**src/rtl/axi4_lite_line_master.sv**
```systemverilog
`default_nettype none
// ============================================================================
// Module  : axi4_lite_line_master
// Brief   : Moves one cache line between the cache and an AXI4-Lite slave,
//           one word transaction at a time (line fill or line writeback).
//           Optional macro AXI_RESP_CHECK_EN enables the sticky o_axi_err flag.
// Rev     : 1.0  initial release
// ============================================================================
module axi4_lite_line_master #(
    parameter int ADDR_W     = 32,
    parameter int DATA_W     = 32,
    parameter int LINE_WORDS = 16
) (
    input  logic                          i_clk,
    input  logic                          i_arstn,

    input  logic                          i_read_start,
    input  logic                          i_write_start,
    input  logic [ADDR_W-1:0]             i_line_addr,
    output logic [$clog2(LINE_WORDS)-1:0] o_word_idx,
    input  logic [DATA_W-1:0]             i_wr_word,
    output logic [DATA_W-1:0]             o_rd_word,
    output logic                          o_rd_word_we,
    output logic                          o_axi_done,
    output logic                          o_axi_err,

    output logic [ADDR_W-1:0]             o_awaddr,
    output logic [2:0]                    o_awprot,
    output logic                          o_awvalid,
    input  logic                          i_awready,

    output logic [DATA_W-1:0]             o_wdata,
    output logic [DATA_W/8-1:0]           o_wstrb,
    output logic                          o_wvalid,
    input  logic                          i_wready,

    input  logic [1:0]                    i_bresp,
    input  logic                          i_bvalid,
    output logic                          o_bready,

    output logic [ADDR_W-1:0]             o_araddr,
    output logic [2:0]                    o_arprot,
    output logic                          o_arvalid,
    input  logic                          i_arready,

    input  logic [DATA_W-1:0]             i_rdata,
    input  logic [1:0]                    i_rresp,
    input  logic                          i_rvalid,
    output logic                          o_rready
);

    localparam int c_IDX_W  = $clog2(LINE_WORDS);
    localparam int c_BYTE_W = $clog2(DATA_W / 8);
    localparam int c_OFF_W  = c_IDX_W + c_BYTE_W;
    localparam logic [c_IDX_W-1:0] c_LAST_IDX = c_IDX_W'(LINE_WORDS - 1);

    typedef enum logic [2:0] {
        ST_IDLE    = 3'd0,
        ST_RD_ADDR = 3'd1,
        ST_RD_DATA = 3'd2,
        ST_WR_REQ  = 3'd3,
        ST_WR_RESP = 3'd4,
        ST_DONE    = 3'd5
    } state_t;

    state_t              r_state;
    state_t              w_state_nxt;
    logic [c_IDX_W-1:0]  r_idx;
    logic [ADDR_W-1:0]   r_base;
    logic                r_aw_pend;
    logic                r_w_pend;

    logic                w_latch;
    logic                w_idx_inc;
    logic                w_wr_enter;
    logic                w_last;
    logic [ADDR_W-1:0]   w_word_addr;

    assign w_last      = (r_idx == c_LAST_IDX);
    assign w_word_addr = r_base + (ADDR_W'(r_idx) << c_BYTE_W);

    // ------------------------------------------------------------------
    // State register
    // ------------------------------------------------------------------
    always_ff @(posedge i_clk or negedge i_arstn) begin
        if (!i_arstn) begin
            r_state <= ST_IDLE;
        end else begin
            r_state <= w_state_nxt;
        end
    end

    // ------------------------------------------------------------------
    // Next-state and channel control
    // ------------------------------------------------------------------
    always_comb begin
        w_state_nxt  = r_state;
        w_latch      = 1'b0;
        w_idx_inc    = 1'b0;
        w_wr_enter   = 1'b0;
        o_arvalid    = 1'b0;
        o_rready     = 1'b0;
        o_bready     = 1'b0;
        o_rd_word_we = 1'b0;
        o_axi_done   = 1'b0;

        case (r_state)
            ST_IDLE: begin
                if (i_write_start) begin
                    w_latch     = 1'b1;
                    w_wr_enter  = 1'b1;
                    w_state_nxt = ST_WR_REQ;
                end else if (i_read_start) begin
                    w_latch     = 1'b1;
                    w_state_nxt = ST_RD_ADDR;
                end
            end

            ST_RD_ADDR: begin
                o_arvalid = 1'b1;
                if (i_arready) begin
                    w_state_nxt = ST_RD_DATA;
                end
            end

            ST_RD_DATA: begin
                o_rready = 1'b1;
                if (i_rvalid) begin
                    o_rd_word_we = 1'b1;
                    w_idx_inc    = 1'b1;
                    w_state_nxt  = w_last ? ST_DONE : ST_RD_ADDR;
                end
            end

            ST_WR_REQ: begin
                // A channel counts as complete if it already handshook or does so now.
                if ((!r_aw_pend || i_awready) && (!r_w_pend || i_wready)) begin
                    w_state_nxt = ST_WR_RESP;
                end
            end

            ST_WR_RESP: begin
                o_bready = 1'b1;
                if (i_bvalid) begin
                    w_idx_inc = 1'b1;
                    if (w_last) begin
                        w_state_nxt = ST_DONE;
                    end else begin
                        w_wr_enter  = 1'b1;
                        w_state_nxt = ST_WR_REQ;
                    end
                end
            end

            ST_DONE: begin
                o_axi_done  = 1'b1;
                w_state_nxt = ST_IDLE;
            end

            default: begin
                w_state_nxt = ST_IDLE;
            end
        endcase
    end

    // ------------------------------------------------------------------
    // Line base and word counter
    // ------------------------------------------------------------------
    always_ff @(posedge i_clk or negedge i_arstn) begin
        if (!i_arstn) begin
            r_base <= '0;
            r_idx  <= '0;
        end else if (w_latch) begin
            r_base <= {i_line_addr[ADDR_W-1:c_OFF_W], {c_OFF_W{1'b0}}};
            r_idx  <= '0;
        end else if (w_idx_inc) begin
            // Wraps to 0 after the last word since LINE_WORDS is a power of two.
            r_idx <= r_idx + 1'b1;
        end
    end

    // ------------------------------------------------------------------
    // Independent AW / W valid tracking inside WR_REQ
    // ------------------------------------------------------------------
    always_ff @(posedge i_clk or negedge i_arstn) begin
        if (!i_arstn) begin
            r_aw_pend <= 1'b0;
            r_w_pend  <= 1'b0;
        end else if (w_wr_enter) begin
            r_aw_pend <= 1'b1;
            r_w_pend  <= 1'b1;
        end else if (r_state == ST_WR_REQ) begin
            if (i_awready) begin
                r_aw_pend <= 1'b0;
            end
            if (i_wready) begin
                r_w_pend <= 1'b0;
            end
        end
    end

    assign o_awvalid  = (r_state == ST_WR_REQ) && r_aw_pend;
    assign o_wvalid   = (r_state == ST_WR_REQ) && r_w_pend;
    assign o_awaddr   = w_word_addr;
    assign o_araddr   = w_word_addr;
    assign o_awprot   = 3'b000;
    assign o_arprot   = 3'b000;
    assign o_wdata    = i_wr_word;
    assign o_wstrb    = '1;
    assign o_rd_word  = i_rdata;
    assign o_word_idx = r_idx;

    logic w_unused_addr;
    assign w_unused_addr = ^i_line_addr[c_OFF_W-1:0];

    // ------------------------------------------------------------------
    // Response error flag
    // ------------------------------------------------------------------
`ifdef AXI_RESP_CHECK_EN
    logic r_err;

    always_ff @(posedge i_clk or negedge i_arstn) begin
        if (!i_arstn) begin
            r_err <= 1'b0;
        end else if ((o_rready && i_rvalid && (i_rresp != 2'b00)) ||
                     (o_bready && i_bvalid && (i_bresp != 2'b00))) begin
            r_err <= 1'b1;
        end
    end

    assign o_axi_err = r_err;
`else
    logic w_unused_resp;
    assign w_unused_resp = ^{i_rresp, i_bresp};
    assign o_axi_err     = 1'b0;
`endif

endmodule
`default_nettype wire
```
**config.mk**
```make
export PLATFORM = sky130hd
export DESIGN_NAME = axi4_lite_line_master
export DESIGN_NICKNAME = d
export VERILOG_FILES = /design/src/rtl/axi4_lite_line_master.sv
export SDC_FILE = /design/constraint.sdc
export NUM_CORES = 1
export LEC_CHECK = 0
export ABC_AREA = 0
export CAP_MARGIN = 20
export CORE_AREA = 2 2 101 103
export DETAILED_ROUTE_END_ITERATION = 8
export DIE_AREA = 0 0 103 105
export PLACE_DENSITY = 0.72
export SLEW_MARGIN = 20
export SYNTH_ARGS = -nofsm -noshare
export SYNTH_HDL_FRONTEND = slang
export SYNTH_SLANG_ARGS = --single-unit
export TNS_END_PERCENT = 20
```
**constraint.sdc**
```tcl
create_clock -name i_clk -period 1.8 [get_ports i_clk]
set_input_delay 0.18 -clock i_clk [delete_from_list [all_inputs] [get_ports i_clk]]
set_output_delay 0.18 -clock i_clk [all_outputs]
set_load 0.005 [all_outputs]
```
After elaboration in Yosys (flattened, before gate mapping)
Index checks and enable logic that the tools add are counted.
{"block": "word_totals", "regBits": 35, "in_bits": 109, "output_inout_bits": 150, "word_cells": 65}
{"block": "op_classes", "addsub": 2, "n_eq_ne": 11, "mux": 32, "n_reduce_logical": 15}
{"cell": "adder 32 x 6 -> 32 bit", "count": 1}
{"cell": "2-to-1 mux 3 bit", "count": 8}
{"cell": "2-to-1 mux 1 bit", "count": 19}
{"cell": "one-hot mux 3 bit (5 select lines)", "count": 1}
{"cell": "2-to-1 mux 4 bit", "count": 2}
{"cell": "inequality test 2 bit (second input constant)", "count": 4}
{"cell": "nonzero test 2 bit", "count": 4}
{"cell": "equality test 3 x 2 -> 1 bit (second input constant)", "count": 2}
{"cell": "equality test 3 bit (second input constant)", "count": 2}
{"cell": "AND reduction 5 bit", "count": 1}
{"cell": "adder 4 x 1 -> 4 bit (second input constant)", "count": 1}
{"cell": "equality test 4 bit (second input constant)", "count": 1}
{"cell": "one-hot mux 1 bit (2 select lines)", "count": 2}
{"cell": "AND reduction 2 bit", "count": 2}
{"cell": "equality test 3 x 1 -> 1 bit (second input constant)", "count": 1}
{"cell": "logical AND 1 bit", "count": 3}
{"cell": "logical NOT 3 bit", "count": 1}
{"cell": "inequality test 3 bit (second input constant)", "count": 1}
{"cell": "logical NOT 1 bit", "count": 2}
{"cell": "logical OR 1 bit", "count": 2}

Logic depth before layout (Yosys ltp)
{"block": "logic_depth", "word_depth": 6, "ltp_mapped": 5, "mapped_depth_nobuf": 5}

Worst setup path before layout
OpenSTA, ideal clock, no wires.
{"block": "synth_timing", "path_type": "flip-flop to flip-flop", "startpoint": "register r_state[0]", "endpoint": "register r_base[16]", "setup_ns": 0.125, "arrival_time_ns": 1.296, "required_ns": 1.675, "slack_ns": 0.379, "stages_incl_launch_ff": 6, "n_path_buf": 2, "path_cell_list": "dfrtp_1 nor3_2 o21a_1 buf_6 buf_12 mux2_4"}
{"block": "synth_between", "elab_chain_len": 2}
{"item": "from (decl)", "line_no": "66", "source": "state_t r_state;"}
{"item": "from (signal assigned)", "line_no": "89", "source": "r_state <= w_state_nxt;"}
{"item": "logical NOT 3 bit", "line_no": "107", "source": "case (r_state)"}
{"item": "2-to-1 mux 1 bit", "line_no": "107"}
{"item": "to (signal assigned)", "line_no": "174", "source": "r_base <= {i_line_addr[ADDR_W-1:c_OFF_W], {c_OFF_W{1'b0}}};"}
{"item": "to (decl)", "line_no": "69", "source": "logic [ADDR_W-1:0] r_base;"}
Every way passes these cells.
A chain may end at the register's enable or synchronous reset.

Final worst setup path
{"block": "layout_timing", "startpoint": "register r_state[2]", "endpoint": "output o_rready"}
{"block": "layout_between", "elab_chain_len": 2}
{"item": "equality test 3 x 2 -> 1 bit", "line_no": "107"}
{"item": "2-to-1 mux 1 bit", "line_no": "107"}
{"item": "to (decl)", "line_no": "49", "source": "output logic o_rready"}
Every way passes these cells.

==> impl_metrics.csv <==
group,metric,value,unit
clocking,clock_latency,280,ps
clocking,cts.path.max_buffers,2,
worst_hold_path,holdPathStages,0,
clocking,cts_root_buf,"clkbuf_8",
yosys,synth-warning-count,0,
critical_path,cp-start-kind,"register",
clocking,h-tree-depth,2,
timing,hold_viol_final,0,
yosys,syn_area_per_cell,10.3,um2
worst_hold_path,whs_endpoint,"o_rd_word[13]",
power,peakVddDrop,0.365,mV
timing,grt_setup_unrepaired,"yes",
place,post-place-ws,127,ps
detailed_routing,viasPerCell,3.95,
global_route,grt.total_usage,9.43,%
yosys,ys_ff_latch,35,
worst_hold_path,hold_class,"input port to output pin",
critical_path,crit_arrival,1580,ps
clocking,clkTransAtPathRegs,70,ps
timing,fin_ws,41.4,ps
critical_path,r2r_start,"r_state[1]",
timing,setup_viol,0,
yosys,synth_area_leaders,"dfrtp_1, buf_4, mux2_1",
critical_path,end_kind,"output pin",
timing,skew,7.74,ps
yosys,synth_top_area_cell,"dfrtp_1",
global_route,grt_overflow,0,
detailed_routing,route.detailed.drc,0,
detailed_routing,antenna_left,0,
run,max-cap-violations,0,
critical_path,regToRegSetupSlack,90,ps
timing,hold_ws,360,ps
detailed_routing,vias,1554,
critical_path,cp_max_fo,7,
yosys,ys_seq_area_share,35.6,%
floorplan,die_x,103,um
critical_path,critPathKind,"register to output pin",
finish,final_common_cell,"clkdlybuf4s50_1",
global_route,grt_pass1_vias,1533,
clocking,cts.sinks,35,
finish,layout_common_cells,"clkdlybuf4s50_1, dfrtp_1, conb_1, buf_4, mux2_1",
power,p_leak,1.33,nW
critical_path,r2r_cells,6,
finish,diodes,0,
place,place_congestion,0.750,
finish,final_util,32.0,%
detailed_routing,first_pass_iters,4,
floorplan,pin_count,259,
timing,finalCritPeriodShare,97.7,%
outcome,status,"finished, final reports clean",
critical_path,cp.required,1620,ps
finish,syn_to_final_growth,25.4,%
finish,fillCellCount,995,
yosys,synth_cell_types,36,
timing,timing.fmax,569,MHz
floorplan,dieArea,10800,um2
yosys,yosysTopAreaCellShare,35.6,%
power,p_per_area,1570,nW/um2
floorplan,fp.dieH,105,um
place,port_buffers,105,
timing,post-route-min-period,1760,ps
yosys,syn_inst,238,
global_route,antenna_found_initial,0,
detailed_routing,wl_per_cell,13.7,um
finish,nets,371,
clocking,cts_tree,"done",
global_route,grt_pass1_wl,7820,um
detailed_routing,drtIter0Drc,54,
place,dp_hpwl,4080,um
floorplan,coreArea,9640,um2
global_route,grt_max_degree,36,
floorplan,start_util,25.5,%
place,placed_cells,375,
finish,layout-drive-gt1-share,18.5,%
timing,finalMaxSlewViolations,0,
clocking,numCtsBuffers,5,
finish,instances_no_fill,393,
floorplan,rows,36,
timing,tns,0,ps
critical_path,r2r-end,"r_base[6]",
yosys,synthesis.area,2460,um2
worst_hold_path,min-delay-start,"i_rdata[13]",
detailed_routing,wl,5390,um
## kinds of logic after synthesis
| kind of cell | Yosys count | synth area share, % |
|---|---|---|
| flip-flops | 35 | 35.6 |
| multiplexers | 26 | 13.0 |
| AND/OR/NAND/NOR | 28 | 6.42 |
| other | 2 | 0.306 |
| buffers and inverters | 124 | 37.7 |
| adder cells (fa/ha/maj) | 1 | 0.509 |
| AO/OA/AOI/OAI | 21 | 6.11 |
| XOR/XNOR | 1 | 0.356 |
## flip-flops by register name, indices dropped and copies added, names as in the netlist
register    flops
o_word_idx      4
r_aw_pend       1
r_base         26
r_state         3
r_w_pend        1
## through the flow
step                      power [mW]  area [um2]
after CTS                       4.89        3050
after detailed placement        4.20        2890
final                           4.85        3080
after floorplan                 3.09        2510
after global routing            5.21        3080
after global placement          4.12        2890
## layout make-up
class | instances | area [um2] | area share [%]
repair buffers | 122 | 1220 | 39.7
clock buffers | 6 | 72.6 | 2.35
flip-flops and latches | 35 | 880 | 28.5
well taps | 133 | 166 | 5.40
multi-input cells | 92 | 721 | 23.4
inverters | 5 | 18.8 | 0.609
## worst max-delay path by stage
stage	startpoint	endpoint	slack, ps	cells past startpoint
floorplan	r_state[0]	r_base[16]	380	5
global placement	r_state[2]	r_base[10]	160	4
detailed placement	r_state[1]	o_awvalid	130	3
CTS	r_state[1]	o_awvalid	3	3
global route	r_state[1]	o_awvalid	-20	3
finish	r_state[2]	o_rready	40	3
## worst max-delay path, stage by stage, from the launching register on
cell             delay (ps)
dfrtp_2                 470
nand2b_1                200
nor2_2                  110
clkdlybuf4s50_1         510
## per-layer routing
layer / share of wire, % / vias up / track usage (%)
met5: 0 / - / 0
met4: 1.9 / 0 / 3.85
met3: 12 / 20 / 4.35
met2: 50 / 124 / 16.5
met1: 35 / 714 / 9.50
li1: - / 696 / -
## report_power, final
| part | total, mW | leakage (nW) | internal, mW | switching, mW |
|---|---|---|---|---|
| logic | 2.83 | 0.880 | 1.95 | 0.881 |
| clock network | 0.526 | 0.0371 | 0.258 | 0.268 |
| registers | 1.49 | 0.414 | 1.17 | 0.324 |
| total | 4.85 | 1.33 | 3.38 | 1.47 |
## synth_stat cells
master and count:
nand3b_1 1, o21ai_0 3, nor2b_1 3, nor3_1 1, a31oi_2 1, buf_6 1, and4bb_4 1, nor3b_1 2
buf_2 1, nand2b_1 1, o31ai_1 3, mux2_2 8, dfrtp_1 35, nor3_2 1, nor2_2 1, buf_12 1
o211ai_1 3, mux2_4 7, a211o_1 1, o21ai_1 1, conb_1 2, inv_1 5, a31oi_1 1, a31o_1 1
nand2_1 8, xnor2_1 1, and3_1 2, mux2_1 11, o32a_1 1, nor2_1 4, ha_1 1, nand3_1 3
o21a_1 2, o311ai_0 1, buf_4 116, a21oi_1 3
## repair_timing
| item | CTS | global route |
|---|---|---|
| buffers inserted | 10 | 1 |
| resized for setup | 4 | 8 |
| pin swaps | 1 | 0 |
| hold endpoints to repair | 35 | 0 |
| hold buffers | 1 | 0 |
| endpoints found under the setup margin | 7 | 7 |
Power figures use the tool's default switching activity.
